## config.mk

```make
export PLATFORM = sky130hd
export DESIGN_NAME = dnn_event_toggle_gen
export DESIGN_NICKNAME = d
export VERILOG_FILES = /design/src/rtl/fw_pkg.sv /design/src/rtl/dnn_chan_cond.sv /design/src/rtl/dnn_event_toggle_gen.sv
export SDC_FILE = /design/constraint.sdc
export NUM_CORES = 1
export LEC_CHECK = 0
export BUFFER_PORTS_ARGS = -buffer_cell sky130_fd_sc_hd__buf_2
export CAP_MARGIN = 25
export CORE_UTILIZATION = 35
export CTS_CLUSTER_DIAMETER = 150
export CTS_CLUSTER_SIZE = 24
export DETAILED_ROUTE_END_ITERATION = 16
export PLACE_DENSITY = 0.62
export SYNTH_ARGS = -nofsm -noshare
export SYNTH_HDL_FRONTEND = slang
export SYNTH_HIERARCHICAL = 1
export SYNTH_SLANG_ARGS = --single-unit
```

## constraint.sdc

```tcl
create_clock -name S_AXI_ACLK -period 3.2 [get_ports S_AXI_ACLK]
set_input_delay 0.32 -clock S_AXI_ACLK [delete_from_list [all_inputs] [get_ports S_AXI_ACLK]]
set_output_delay 0.32 -clock S_AXI_ACLK [all_outputs]
set_load 0.005 [all_outputs]
```

## src/rtl/fw_pkg.sv

```systemverilog
// Shared defaults and readback layout for the DNN event toggle generator.
package fw_pkg;

    localparam int DNN_SYNC_STAGES    = 2;
    localparam int DNN_FILTER_CYCLES  = 2;
    localparam int DNN_HOLDOFF_CYCLES = 0;
    localparam int DNN_CNT_WIDTH      = 16;

    // Per-channel readback register image
    typedef struct packed {
        logic                     toggle;
        logic                     pulse;
        logic [DNN_CNT_WIDTH-1:0] cnt;
        logic                     sat;
    } dnn_chan_t;

endpackage

```

## src/rtl/dnn_chan_cond.sv

```systemverilog
// One channel: synchronizer, glitch filter, holdoff, event toggle/pulse and
// saturating event counter.
module dnn_chan_cond
    import fw_pkg::*;
#(
    parameter int SYNC_STAGES    = DNN_SYNC_STAGES,
    parameter int FILTER_CYCLES  = DNN_FILTER_CYCLES,
    parameter int HOLDOFF_CYCLES = DNN_HOLDOFF_CYCLES,
    parameter int CNT_WIDTH      = DNN_CNT_WIDTH
) (
    input  logic                 clk_i,
    input  logic                 rst_ni,
    input  logic                 pin_i,
    input  logic                 enable_i,
    input  logic                 clr_i,
    output logic                 toggle_o,
    output logic                 pulse_o,
    output logic [CNT_WIDTH-1:0] cnt_o,
    output logic                 sat_o
);

    localparam int MW = $clog2(FILTER_CYCLES + 1);
    localparam int HW = (HOLDOFF_CYCLES > 0) ? $clog2(HOLDOFF_CYCLES + 1) : 1;

    logic [SYNC_STAGES-1:0] sync_q;
    logic                   s;
    logic                   f_q, f_d;
    logic [MW-1:0]          m_q, m_d;
    logic [HW-1:0]          h_q, h_d;
    logic                   toggle_q, pulse_q, sat_q;
    logic [CNT_WIDTH-1:0]   cnt_q, cnt_d;
    logic                   evt;

    assign s = sync_q[SYNC_STAGES-1];

    always_comb begin
        f_d = f_q;
        m_d = m_q;
        if (s == f_q) begin
            m_d = '0;
        end else if (m_q == MW'(FILTER_CYCLES - 1)) begin
            f_d = s;
            m_d = '0;
        end else begin
            m_d = m_q + 1'b1;
        end
    end

    // Only a 0->1 acceptance outside the dead time counts; blocked edges are dropped.
    assign evt = f_d & ~f_q & enable_i & (h_q == '0);

    always_comb begin
        h_d = h_q;
        if (evt)
            h_d = HW'(HOLDOFF_CYCLES);
        else if (h_q != '0)
            h_d = h_q - 1'b1;
    end

    always_comb begin
        cnt_d = cnt_q;
        if (clr_i)
            cnt_d = '0;
        else if (evt && !(&cnt_q))
            cnt_d = cnt_q + 1'b1;
    end

    always_ff @(posedge clk_i or negedge rst_ni) begin
        if (!rst_ni) begin
            sync_q   <= '0;
            f_q      <= 1'b0;
            m_q      <= '0;
            h_q      <= '0;
            toggle_q <= 1'b0;
            pulse_q  <= 1'b0;
            cnt_q    <= '0;
            sat_q    <= 1'b0;
        end else begin
            sync_q   <= {sync_q[SYNC_STAGES-2:0], pin_i};
            f_q      <= f_d;
            m_q      <= m_d;
            h_q      <= h_d;
            toggle_q <= toggle_q ^ evt;
            pulse_q  <= evt;
            cnt_q    <= cnt_d;
            // Counter holds at all-ones until cleared, so this stays sticky.
            sat_q    <= &cnt_d;
        end
    end

    assign toggle_o = toggle_q;
    assign pulse_o  = pulse_q;
    assign cnt_o    = cnt_q;
    assign sat_o    = sat_q;

endmodule

```

## src/rtl/dnn_event_toggle_gen.sv

```systemverilog
// Turns the two async DNN result pins into up/dn event toggles, pulses and
// saturating counters for the firmware top.
module dnn_event_toggle_gen
    import fw_pkg::*;
#(
    parameter int SYNC_STAGES    = DNN_SYNC_STAGES,
    parameter int FILTER_CYCLES  = DNN_FILTER_CYCLES,
    parameter int HOLDOFF_CYCLES = DNN_HOLDOFF_CYCLES,
    parameter int CNT_WIDTH      = DNN_CNT_WIDTH
) (
    input  logic                 S_AXI_ACLK,
    input  logic                 S_AXI_ARESETN,
    input  logic                 dnn_output_0,
    input  logic                 dnn_output_1,
    input  logic                 enable,
    input  logic                 cnt_clear,
    output logic                 up_event_toggle,
    output logic                 dn_event_toggle,
    output logic                 up_event_pulse,
    output logic                 dn_event_pulse,
    output logic [CNT_WIDTH-1:0] up_event_cnt,
    output logic [CNT_WIDTH-1:0] dn_event_cnt,
    output logic                 up_cnt_sat,
    output logic                 dn_cnt_sat
);

    dnn_chan_cond #(
        .SYNC_STAGES   (SYNC_STAGES),
        .FILTER_CYCLES (FILTER_CYCLES),
        .HOLDOFF_CYCLES(HOLDOFF_CYCLES),
        .CNT_WIDTH     (CNT_WIDTH)
    ) u_up (
        .clk_i   (S_AXI_ACLK),
        .rst_ni  (S_AXI_ARESETN),
        .pin_i   (dnn_output_0),
        .enable_i(enable),
        .clr_i   (cnt_clear),
        .toggle_o(up_event_toggle),
        .pulse_o (up_event_pulse),
        .cnt_o   (up_event_cnt),
        .sat_o   (up_cnt_sat)
    );

    dnn_chan_cond #(
        .SYNC_STAGES   (SYNC_STAGES),
        .FILTER_CYCLES (FILTER_CYCLES),
        .HOLDOFF_CYCLES(HOLDOFF_CYCLES),
        .CNT_WIDTH     (CNT_WIDTH)
    ) u_dn (
        .clk_i   (S_AXI_ACLK),
        .rst_ni  (S_AXI_ARESETN),
        .pin_i   (dnn_output_1),
        .enable_i(enable),
        .clr_i   (cnt_clear),
        .toggle_o(dn_event_toggle),
        .pulse_o (dn_event_pulse),
        .cnt_o   (dn_event_cnt),
        .sat_o   (dn_cnt_sat)
    );

endmodule
```

# --- Word level (Yosys, flattened, before mapping) ---
# Cells that the tools add are included.
classes:
  addsub: 6
  n_eq_ne: 4
  n_mux: 16
  n_bitwise: 12
  reduce_logical: 8
op_table:
  columns: ["cell", "n"]
  rows:
  - ["2-to-1 mux 16 bit", 4]
  - ["AND reduction 16 bit", 4]
  - ["adder 16 x 1 -> 16 bit, second input constant", 2]
  - ["2-to-1 mux 1 bit", 8]
  - ["2-to-1 mux 2 bit", 4]
  - ["bitwise AND 1 bit", 6]
  - ["adder 2 x 1 -> 2 bit, second input constant", 2]
  - ["equality test 2 x 1 -> 1 bit, second input constant", 2]
  - ["inverter 1 bit", 4]
  - ["equality test 1 bit", 2]
  - ["logical AND 1 bit", 2]
  - ["logical NOT 1 bit", 2]
  - ["subtractor 1 bit, second input constant", 2]
  - ["XOR 1 bit", 2]
totals:
  regBits: 50
  inputBits: 6
  out_inout_bits: 38

# --- Logic depth before layout (Yosys ltp) ---
# Gate-level depths: netlist of run 1.
depth:
  ltp_word: 10
  depth_mapped: 8

# --- By module ---
# Netlist of run 1, hierarchy kept.
modules_own_cells:
  columns: ["module", "n_inst", "cells_per_inst", "area_each_um2"]
  rows:
  - ["dnn_chan_cond", 2, 114, 1178.6]

# --- Worst setup path after synthesis of run 1 ---
# Ideal clock, no wire load.
synth_timing:
  path_type: "register to register"
  from: "reg u_dn.cnt_q[0] (netlist: u_dn/cnt_o[0])"
  to: "reg u_dn.sat_q (netlist: u_dn/sat_o)"
  setup_time_ps: 96
  t_arrival_ps: 2712
  t_required_ps: 3104
  setup_slack_ps: 392
  stages_incl_launch_ff: 9
  n_path_buf: 0
  synth_period_minus_slack_ps: 2808
  path_cell_list: "dfrtp_1 > ha_1 > nand4_2 > nor4_1 > nor4_4 > xnor2_1 > or4_1 > or4_1 > nor4_2"
synth_via:
  elab_chain_cells: 6
synth_rtl:
  columns: ["item", "line", "text"]
  rows:
  - ["from (decl)", "dnn_chan_cond.sv:31", "logic [CNT_WIDTH-1:0] cnt_q, cnt_d;"]
  - ["from (signal assigned)", "dnn_chan_cond.sv:85", "cnt_q <= cnt_d;"]
  - ["branches (longest 3 deep; another with adder 16 x 1 -> 16 bit)", null, null]
  - ["2-to-1 mux 16 bit *", "dnn_chan_cond.sv:64", "else if (evt && !(&cnt_q))"]
  - ["2-to-1 mux 16 bit *", "dnn_chan_cond.sv:62", "if (clr_i)"]
  - ["AND reduction 16 bit *", "dnn_chan_cond.sv:87", "sat_q <= &cnt_d;"]
  - ["to (signal assigned)", "dnn_chan_cond.sv:87", null]
  - ["to (decl)", "dnn_chan_cond.sv:30", "logic toggle_q, pulse_q, sat_q;"]
# Mark *: on every way between the ends.

# --- Worst setup path in the final report of run 1 ---
# Same ends and word-level chain as after synthesis.

==> results.env, run 1 <==
STATUS='finished, violations left'
FAILED_CHECKS='DRC'
SYNTH_SEQUENTIAL_AREA_RATIO=0.510
MAXCAPVIOLCOUNT=0
DESIGN.PORTCOUNT=44
SYNTH-EDFF-COUNT=0
CRITPATHCAPTURETYPE='flip-flop'
ROUTED_WIRELENGTH_UM=5280
ROUTE.VIAS.TOTAL=1925
YOSYSWARNINGS=6
SETUP_WS_NS=0.319
CTS_TREE='yes'
DIE_Y_UM=84.1
YOSYSMOSTFREQUENTCELL='sky130_fd_sc_hd__dfrtp_1'
DIE_W_UM=84.1
SYN_TO_FINAL_GROWTH_PCT=20.1
TIGHTESTPINTRANSITION_NS=0.642
ROUTE.DETAILED.WL_PER_INST_UM=14.7
DIE_AREA_MM2=0.00707
TIMING.CRITICAL_PATH.REQUIRED_NS=3.41
DESIGN_AREA_MM2=0.00283
POWER.DENSITY_mW_PER_MM2=448
P_LEAK_nW=1.28
MAX_FREQ_GHz=0.347
SYN-CELL-AREA_MM2=0.00236
STARTING_UTILIZATION_OF_THE_CORE_AREA=0.367
CLOCK-ROOT-BUFFER='sky130_fd_sc_hd__clkbuf_8'
FIN_SETUP_TNS_NS=0
REPORT.FINAL.SLEW_VIOL_COUNT=0
TIMING.FINAL.HOLD_VIOLATIONS=0
CLOCK_SINK_COUNT=48
CTS.HTREE.LEVELS=2
CLK_PIN_SLEW_WORST_PATHS_NS=0.09
CTS-ROOT-TO-SINK-BUFFERS=2
POST-ROUTE-UTIL=0.441
CP_MAX_FO=7
TIMING.CLOCK.SKEW_NS=0.00916
POST-ROUTE-PERIOD-UTIL=0.900
POST-DP-HPWL_UM=3920
FLOORPLAN.ROWS=29
POST_DETAILED_PLACEMENT_CELL_AREA_MM2=0.00270
NUMPLACEDINSTANCES=349
WORST_HOLD_PATH_TYPE='primary input to flip-flop'
PORT_BUFFERS=43
YOSYS-TOP-CELLS-COUNT='48 x sky130_fd_sc_hd__dfrtp_1, 42 x sky130_fd_sc_hd__nor2_1, 14 x sky130_fd_sc_hd__xor2_1'
MINIMUM_SETUP_SLACK_AFTER_PLACEMENT_NS=0.303
POSTSYNTH.ASYNCRESETSHARE=1.00
TIMING.HOLD.WS_NS=0.116
NUMBER_OF_FLIP_FLOPS_AND_LATCHES_IN_THE_SYNTHESIZED_NETLIST=48
ANTENNA_FOUND_INITIAL=0
GROUTE.USAGE.OVERALL=0.154
LAYOUTNONFILLERINSTCOUNT=358
FIRST_GLOBAL_VIAS=1768
RSZ0062_AT_GRT='false'
TIMING.CRITICAL_PATH.FROM_TYPE='flip-flop'
FIRST_PASS_GRT_WIRE_LENGTH_UM=8670
GR-TOTAL-OVERFLOW=0
YOSYSTOPAREACELLSHARE=0.510
DRT_PASS1_ITERATIONS=10
ANT_NETS=0
ANTENNA_DIODE_COUNT=0
VIAS_PER_CELL=5.38
DR.FIRST_ITER.DRC_COUNT=155
VDD.IR_DROP.WORST_mV=0.199
LAYOUT.NETS=288
DRIVE_ABOVE_1_SHARE=0.238
WHS_PATH_CELLS=1
CLK_LATENCY_NS=0.30
SYNTH_AREA_LEADERS='sky130_fd_sc_hd__dfrtp_1 51%, sky130_fd_sc_hd__nor2_1 6.7%, sky130_fd_sc_hd__xor2_1 5.2%'
MAX-SLEW-MARGIN-REL=0.568
POST_SYNTH.CELL_AREA_AVG_UM2=10.3
FF2FF_PATH_DEPTH=9
NUMCTSBUFFERS=5
SYN_INST=228
SETUP_VIOLATIONS=0
CRITICAL_PATH_ARRIVAL_NS=3.09
WORST_PATH_CLASS_SETUP='flip-flop to flip-flop'
POST-ROUTE-MIN-PERIOD_NS=2.88
DRCVIOLATIONCOUNT=6
NET_COUNT_AFTER_SYNTHESIS=236
GRT_MAX_DEGREE=27
PLACER_CONGESTION_ESTIMATE=0.888
POST-LAYOUT-TOTAL-POWER_mW=1.27
CORE_MM2=0.00642
YOSYSUNIQUECELLTYPES=32
SYNTH_FLOP_TYPE='sky130_fd_sc_hd__dfrtp_1'
NETLIST.TOP_CELL.BY_AREA='sky130_fd_sc_hd__dfrtp_1'
[cells by family after synthesis]
group | count (synthesis) | share of synthesized area
xor+xnor | 26 | 0.0966
mux | 8 | 0.0350
simple gates | 118 | 0.288
flops | 48 | 0.510
fa+ha+maj | 2 | 0.0106
buf+inv | 10 | 0.0159
compound gates | 16 | 0.0446
[layer usage]
metal,GRT usage,vias to the layer above,part of all wire
met5,0,-,0
met4,0.0423,0,0.012
met3,0.0346,6,0.060
met2,0.236,61,0.46
met1,0.220,931,0.46
li1,-,927,-
[critical path: stages (launching register included)]
cell	delay, ns
sky130_fd_sc_hd__dfrtp_1	0.43
sky130_fd_sc_hd__ha_1	0.24
sky130_fd_sc_hd__nand4_2	0.21
sky130_fd_sc_hd__nor4_1	0.42
sky130_fd_sc_hd__buf_4	0.20
sky130_fd_sc_hd__nor4_4	0.05
sky130_fd_sc_hd__xnor2_1	0.14
sky130_fd_sc_hd__or4_1	0.42
sky130_fd_sc_hd__or4_1	0.44
sky130_fd_sc_hd__nor4_2	0.25
[state kept, by name (all words and copies together) (netlist names)]
name	cells
u_dn/cnt_o	16
u_up/cnt_o	16
u_dn/m_q	2
u_dn/sync_q	2
u_up/m_q	2
u_up/sync_q	2
u_dn/f_q	1
u_dn/pulse_o	1
u_dn/sat_o	1
u_dn/toggle_o	1
u_up/f_q	1
u_up/pulse_o	1
u_up/sat_o	1
u_up/toggle_o	1
[final timing paths]
path	from	to	slack, ns
max	u_dn/cnt_o[0]$_DFF_PN0_	u_dn/sat_o$_DFF_PN0_	0.32
min	dnn_output_0	u_up/sync_q[0]$_DFF_PN0_	0.12
max reg2reg	u_dn/cnt_o[0]$_DFF_PN0_	u_dn/sat_o$_DFF_PN0_	0.32
min reg2reg	u_dn/sync_q[0]$_DFF_PN0_	u_dn/sync_q[1]$_DFF_PN0_	0.36
max in group asynchronous	S_AXI_ARESETN	u_up/cnt_o[8]$_DFF_PN0_	2.18
min in group asynchronous	S_AXI_ARESETN	u_dn/toggle_o$_DFF_PN0_	0.52
[where the power goes]
group | internal (mW) | leakage [nW] | total (mW) | switching (mW)
Combinational | 0.0751 | 0.582 | 0.151 | 0.0759
Sequential | 0.653 | 0.649 | 0.684 | 0.0318
Clock | 0.231 | 0.0541 | 0.434 | 0.202
Total | 0.959 | 1.28 | 1.27 | 0.310
[cells in the final DEF, fill, tap and decap left out, types with 3 or more instances in the layout]
cell type                   n
sky130_fd_sc_hd__a31oi_1    4
sky130_fd_sc_hd__buf_4      4
sky130_fd_sc_hd__nor4_2     3
sky130_fd_sc_hd__clkbuf_8   5
sky130_fd_sc_hd__nand4_1   12
sky130_fd_sc_hd__nand3_1    8
sky130_fd_sc_hd__dfrtp_1   48
sky130_fd_sc_hd__buf_2     43
sky130_fd_sc_hd__nor3_1    12
sky130_fd_sc_hd__inv_1      6
sky130_fd_sc_hd__nor4_1     5
sky130_fd_sc_hd__or4_1      6
sky130_fd_sc_hd__xor2_1    14
sky130_fd_sc_hd__nor2_1    42
sky130_fd_sc_hd__mux2i_1    6
sky130_fd_sc_hd__xnor2_1   12
sky130_fd_sc_hd__nand2_1   10
sky130_fd_sc_hd__o21ai_0    4
[cell type report]
class	instances	area (um^2)
inverters	6	22.5
flip-flops and latches	48	1200
multi-input cells	170	1120
clock buffers	5	68.8
fillers	595	3590
clock inverters	3	42.5
repair buffers	49	275
well taps	77	96.3
[what timing repair did]
item                                   in CTS  in global routing
hold buffers                                1                  0
setup endpoints to repair                   0                  1
setup buffers                               0                  0
endpoints found under the hold margin       1                  0
resized for setup                           0                  1
Power figures use the tool's default switching activity.
==> run 2: changes to the inputs <==
Settings changed: CTS_BUF_LIST set to sky130_fd_sc_hd__clkbuf_4.
==> run 2 against run 1 <==
  * Critical path depth unchanged
  * Via count down 1.2%
  * Register-to-register slack worse by 0.06 ns
  * Global-route usage about the same
  * The flow still finishes with violations (DRC)
  * Design area down 1.1%
  * Critical endpoint unchanged
  * Non-clock buffer count unchanged
==> results.env, run 2 (synthesis results as in run 1) <==
STATUS='finished, violations left'
LAYOUTNONFILLERINSTCOUNT=358
CTS_TREE='yes'
SYN_TO_FINAL_GROWTH_PCT=18.8
CORE_MM2=0.00642
CPMAXSTAGEDELAYCELL='sky130_fd_sc_hd__nor4_1'
MULTI_INPUT_COMB_AREA_MM2=0.00112
FIN_SETUP_TNS_NS=0
REGTOREGSETUPSLACK_NS=0.26
TIMING.CRITICAL_PATH.FROM_TYPE='flip-flop'
ROUTE.DETAILED.WL_PER_INST_UM=14.6
TIMING.FINAL.HOLD_VIOLATIONS=0
ANTENNA_DIODE_COUNT=0
FIRST_PASS_GRT_WIRE_LENGTH_UM=8610
ROUTE.VIAS.TOTAL=1902
DIE_Y_UM=84.1
POST-ROUTE-UTIL=0.436
DRCVIOLATIONCOUNT=6
CLOCK-ROOT-BUFFER='sky130_fd_sc_hd__clkbuf_4'
WORST_PATH_CLASS_SETUP='flip-flop to flip-flop'
GRT_MAX_DEGREE=27
TIMING.CRITICAL_PATH.SLOWEST_CELL_DELAY_NS=0.46
HIGHEST-SIGNAL-LAYER='met4'
MAXCAPVIOLCOUNT=0
DR.FIRST_ITER.DRC_COUNT=134
PATH_CELLS='ha_1 -> nand4_2 -> nor4_1 -> buf_4 -> nor4_4 -> xnor2_1 -> or4_1 -> or4_1 -> nor4_2'
NUMBER_OF_POST_CTS_SETUP_REPAIR_BUFFERS=0
VDD.IR_DROP.WORST_mV=0.187
FIRST_GLOBAL_VIAS=1761
TIGHTESTPINTRANSITION_NS=0.605
TIMING.CRITICAL_PATH.REQUIRED_NS=3.47
WORST_HOLD_PATH_TYPE='primary input to flip-flop'
POST-ROUTE-PERIOD-UTIL=0.918
ROUTED_WIRELENGTH_UM=5220
MOSTFREQUENTLAYOUTCELL='sky130_fd_sc_hd__dfrtp_1'
CP_TOP_FAMILY='simple AND/OR/NAND/NOR gates'
MET3_WIRELENGTH_FROM_DETAILED_ROUTING_UM=276
RSZ0062_AT_GRT='false'
PORT_BUFFERS=43
MAX-SLEW-MARGIN-REL=0.593
DESIGN.PORTCOUNT=44
FILLER_CELLS=605
TIMING.CLOCK.SKEW_NS=0.0139
LAYOUT.NETS=288
CRITPATHBUFINV=1
NUMPLACEDINSTANCES=349
DIE_W_UM=84.1
GROUTE.USAGE.OVERALL=0.154
CTS.HTREE.LEVELS=2
REGISTER_AREA_MM2=0.00120
CTS-ROOT-TO-SINK-BUFFERS=2
NUMCTSBUFFERS=5
FAILED_CHECKS='DRC'
CP_COMMON_CELL='sky130_fd_sc_hd__or4_1'
STARTING_UTILIZATION_OF_THE_CORE_AREA=0.367
POWER.DENSITY_mW_PER_MM2=425
GR-TOTAL-OVERFLOW=0
CRITPATHCAPTURETYPE='flip-flop'
POST_DETAILED_PLACEMENT_CELL_AREA_MM2=0.00270
SETUP_VIOLATIONS=0
P_LEAK_nW=1.27
POST-DP-HPWL_UM=3920
ANTENNA_FOUND_INITIAL=0
MET1_LENGTH_UM=2440
CLK_LATENCY_NS=0.36
DRIVE_ABOVE_1_SHARE=0.238
ANT_NETS=0
PLACER_CONGESTION_ESTIMATE=0.888
CRITICAL_PATH_ARRIVAL_NS=3.21
VIAS_PER_CELL=5.31
CP_MAX_FO=7
FLOORPLAN.ROWS=29
MOSTFREQUENTLAYOUTCELLS='48 x sky130_fd_sc_hd__dfrtp_1, 43 x sky130_fd_sc_hd__buf_2, 42 x sky130_fd_sc_hd__nor2_1'
DRT_PASS1_ITERATIONS=10
DIE_AREA_MM2=0.00707
MAX_FREQ_GHz=0.340
POST-ROUTE-MIN-PERIOD_NS=2.94
CLK_PIN_SLEW_WORST_PATHS_NS=0.15
DESIGN_AREA_MM2=0.00280
CLOCK_SINK_COUNT=48
REPORT.FINAL.SLEW_VIOL_COUNT=0
ROUTE.MET2.WL_UM=2440
[run 2: cell count changes in the layout (fill, tap and decap cells not counted)]
cell                       before  now
sky130_fd_sc_hd__clkbuf_4       0    5
sky130_fd_sc_hd__clkbuf_8       5    0
[run 2: final timing paths]
kind / start / to / depth (start not counted)
min in group asynchronous: S_AXI_ARESETN / u_dn/toggle_o$_DFF_PN0_ / 2
max: u_dn/cnt_o[0]$_DFF_PN0_ / u_dn/sat_o$_DFF_PN0_ / 9
max in group asynchronous: S_AXI_ARESETN / u_dn/f_q$_DFF_PN0_ / 3
max reg2reg: u_dn/cnt_o[0]$_DFF_PN0_ / u_dn/sat_o$_DFF_PN0_ / 9
min reg2reg: u_dn/sync_q[0]$_DFF_PN0_ / u_dn/sync_q[1]$_DFF_PN0_ / 0
min: dnn_output_0 / u_up/sync_q[0]$_DFF_PN0_ / 1
[run 2: cell type report]
cell class              instances  area share
clock buffers                   5      0.0134
inverters                       6     0.00804
repair buffers                 49      0.0983
clock inverters                 3      0.0152
well taps                      77      0.0344
multi-input cells             170       0.402
flip-flops and latches         48       0.429
[run 2: layer usage]
metal | up-vias | global-route usage
li1 | 924 | -
met4 | 0 | 0.0470
met2 | 56 | 0.235
met1 | 917 | 0.218
met5 | - | 0
met3 | 5 | 0.0346
[run 2: power breakdown]
group          switching, mW  internal, mW  total [mW]
clock network          0.192         0.163       0.355
registers             0.0317         0.653       0.684
logic                 0.0754        0.0751       0.151
total                  0.299         0.891        1.19
[run 2: metrics by stage]
step,total power [mW],setup WS [ns],hold WS [ns]
2_1_floorplan,0.791,0.392,0.0244
3_5_place_dp,0.850,0.303,0.335
3_3_place_gp,0.843,0.390,0.331
4_1_cts,1.21,0.268,0.0245
6_report,1.19,0.263,0.0481
5_1_grt,1.26,0.114,0.0134
[run 2: timing repair]
action	4_1_cts	5_1_grt
endpoints found under the setup margin	0	1
endpoints found under the hold margin	22	0
gates resized for setup	0	1
hold buffers	1	0
==> run 3: changes to the inputs <==
--- a/config.mk
+++ b/config.mk
@@ -8,4 +8,7 @@
 export BUFFER_PORTS_ARGS = -buffer_cell sky130_fd_sc_hd__buf_2
 export CAP_MARGIN = 25
+export CELL_PAD_IN_SITES_DETAIL_PLACEMENT = 0
+export CELL_PAD_IN_SITES_GLOBAL_PLACEMENT = 1
+export CORE_ASPECT_RATIO = 2
 export CORE_UTILIZATION = 35
 export CTS_BUF_LIST = sky130_fd_sc_hd__clkbuf_4
@@ -13,5 +16,5 @@
 export CTS_CLUSTER_SIZE = 24
 export DETAILED_ROUTE_END_ITERATION = 16
-export PLACE_DENSITY = 0.62
+export PLACE_DENSITY = 0.74
 export SYNTH_ARGS = -nofsm -noshare
 export SYNTH_HDL_FRONTEND = slang
==> constraint.sdc (replaced) <==
create_clock -name S_AXI_ACLK -period 3.2 [get_ports S_AXI_ACLK]
set_input_delay 0.32 -clock S_AXI_ACLK [delete_from_list [all_inputs] [get_ports S_AXI_ACLK]]
set_output_delay 0.32 -clock S_AXI_ACLK [all_outputs]
set_load 0.05 [all_outputs]
==> run 3 against run 2 <==
  * The flow now finishes without violations
  * Global-route usage up 3.0 points
  * Register-to-register slack better by 0.09 ns
  * Setup slack better by 0.089 ns
  * Critical path type unchanged
  * Largest cell class unchanged
==> results.env, run 3 (synthesis results as in run 1) <==
POST-ROUTE-MIN-PERIOD_NS=2.85
DRIVE_ABOVE_1_SHARE=0.243
ROUTE.VIAS.TOTAL=1895
REPORT.FINAL.SLEW_VIOL_COUNT=0
MOSTFREQUENTLAYOUTCELLS='48 x sky130_fd_sc_hd__dfrtp_1, 43 x sky130_fd_sc_hd__buf_2, 42 x sky130_fd_sc_hd__nor2_1'
MAX_FREQ_GHz=0.351
VIAS_PER_CELL=5.09
FLOORPLAN.ROWS=42
DIE_AREA_MM2=0.00709
POST-ROUTE-UTIL=0.429
DIE_W_UM=60.0
DRT_PASS1_ITERATIONS=4
FIRST_GLOBAL_VIAS=2032
GRT_MAX_DEGREE=34
TIMING.CLOCK.SKEW_NS=0.0162
POST-DP-HPWL_UM=4520
FIRST_PASS_GRT_WIRE_LENGTH_UM=9650
CRITPATHCAPTURETYPE='flip-flop'
CRITICAL_PATH_ARRIVAL_NS=3.14
FIN_SETUP_TNS_NS=0
NUMPLACEDINSTANCES=363
VDD.IR_DROP.WORST_mV=0.170
CP_MAX_FO=7
NUMBER_OF_POST_CTS_SETUP_REPAIR_BUFFERS=0
CLOCK_SINK_COUNT=48
TIMING.CRITICAL_PATH.REQUIRED_NS=3.49
POST-ROUTE-PERIOD-UTIL=0.890
CTS-ROOT-TO-SINK-BUFFERS=2
MOSTFREQUENTLAYOUTCELL='sky130_fd_sc_hd__dfrtp_1'
CLOCK-ROOT-BUFFER='sky130_fd_sc_hd__clkbuf_4'
GROUTE.USAGE.OVERALL=0.184
ANTENNA_DIODE_COUNT=0
LAYOUTNONFILLERINSTCOUNT=372
REGTOREGSETUPSLACK_NS=0.35
LAYOUT.NETS=291
POWER.DENSITY_mW_PER_MM2=449
DRCVIOLATIONCOUNT=0
ANT_NETS=0
STATUS='complete, no violations'
CTS.HTREE.LEVELS=2
STARTING_UTILIZATION_OF_THE_CORE_AREA=0.359
SYN_TO_FINAL_GROWTH_PCT=19.5
ANTENNA_FOUND_INITIAL=0
NUMCTSBUFFERS=5
DESIGN.PORTCOUNT=44
GR-TOTAL-OVERFLOW=0
RSZ0062_AT_GRT='false'
TIMING.FINAL.HOLD_VIOLATIONS=0
MAX-SLEW-MARGIN-REL=0.500
WORST_HOLD_PATH_TYPE='primary input to flip-flop'
PLACER_CONGESTION_ESTIMATE=0.825
ROUTE.DETAILED.WL_PER_INST_UM=15.6
DR.FIRST_ITER.DRC_COUNT=79
CLK_LATENCY_NS=0.37
TIGHTESTPINTRANSITION_NS=0.750
P_LEAK_nW=1.28
CLK_PIN_SLEW_WORST_PATHS_NS=0.14
CTS_TREE='yes'
DESIGN_AREA_MM2=0.00282
POST_DETAILED_PLACEMENT_CELL_AREA_MM2=0.00273
TIMING.CRITICAL_PATH.FROM_TYPE='flip-flop'
ROUTED_WIRELENGTH_UM=5810
WORST_PATH_CLASS_SETUP='flip-flop to flip-flop'
PORT_BUFFERS=43
MAXCAPVIOLCOUNT=0
DIE_Y_UM=118
CORE_MM2=0.00657
SETUP_VIOLATIONS=0
## run 3: repair_timing
item | CTS | global route
hold buffers | 1 | 0
hold endpoints to repair | 1 | 0
gates resized for setup | 0 | 0
## run 3: final timing paths
kind | start | endpoint | cells past startpoint
worst max-delay path | u_dn/cnt_o[0]$_DFF_PN0_ | u_dn/sat_o$_DFF_PN0_ | 9
worst min-delay path | dnn_output_0 | u_up/sync_q[0]$_DFF_PN0_ | 1
worst max register to register | u_dn/cnt_o[0]$_DFF_PN0_ | u_dn/sat_o$_DFF_PN0_ | 9
worst min register to register | u_up/sync_q[0]$_DFF_PN0_ | u_up/sync_q[1]$_DFF_PN0_ | 0
max in group asynchronous | S_AXI_ARESETN | u_dn/cnt_o[15]$_DFF_PN0_ | 3
min in group asynchronous | S_AXI_ARESETN | u_up/cnt_o[15]$_DFF_PN0_ | 2
## run 3: area by class of cell
| type | instances | area [um^2] |
|---|---|---|
| fillers | 655 | 3750 |
| flip-flops and latches | 48 | 1200 |
| multi-input cells | 170 | 1120 |
| repair buffers | 52 | 285 |
| well taps | 88 | 110 |
| clock inverters | 3 | 42.5 |
| clock buffers | 5 | 37.5 |
| inverters | 6 | 22.5 |
## run 3: power breakdown
| group | internal [mW] | switching, mW |
|---|---|---|
| Clock | 0.163 | 0.197 |
| Combinational | 0.0742 | 0.145 |
| Sequential | 0.653 | 0.0337 |
| Total | 0.890 | 0.376 |
## run 3: metrics by stage
stage | hold slack [ns] | power [mW] | worst slack, ns
after global routing | 0.0191 | 1.34 | 0.204
final | 0.0525 | 1.27 | 0.352
after global placement | 0.333 | 0.915 | 0.459
after CTS | 0.0219 | 1.29 | 0.353
after floorplan | 0.0244 | 0.856 | 0.0219
after detailed placement | 0.336 | 0.923 | 0.381
## run 3: critical path, stage by stage (launching register included)
cell	delay (ns)
sky130_fd_sc_hd__dfrtp_1	0.45
sky130_fd_sc_hd__ha_1	0.24
sky130_fd_sc_hd__nand4_2	0.21
sky130_fd_sc_hd__nor4_1	0.40
sky130_fd_sc_hd__buf_4	0.20
sky130_fd_sc_hd__nor4_4	0.05
sky130_fd_sc_hd__xnor2_1	0.14
sky130_fd_sc_hd__or4_1	0.40
sky130_fd_sc_hd__or4_1	0.44
sky130_fd_sc_hd__nor4_2	0.25
## run 3: metal layers
layer / up-vias / wire [um] / track usage / part of all wire
met2: 49 / 3400 / 0.337 / 0.58
met1: 912 / 2050 / 0.183 / 0.35
met5: - / 0 / 0 / 0
met4: 0 / 199 / 0.0930 / 0.034
met3: 13 / 162 / 0.0352 / 0.028
li1: 921 / - / - / -
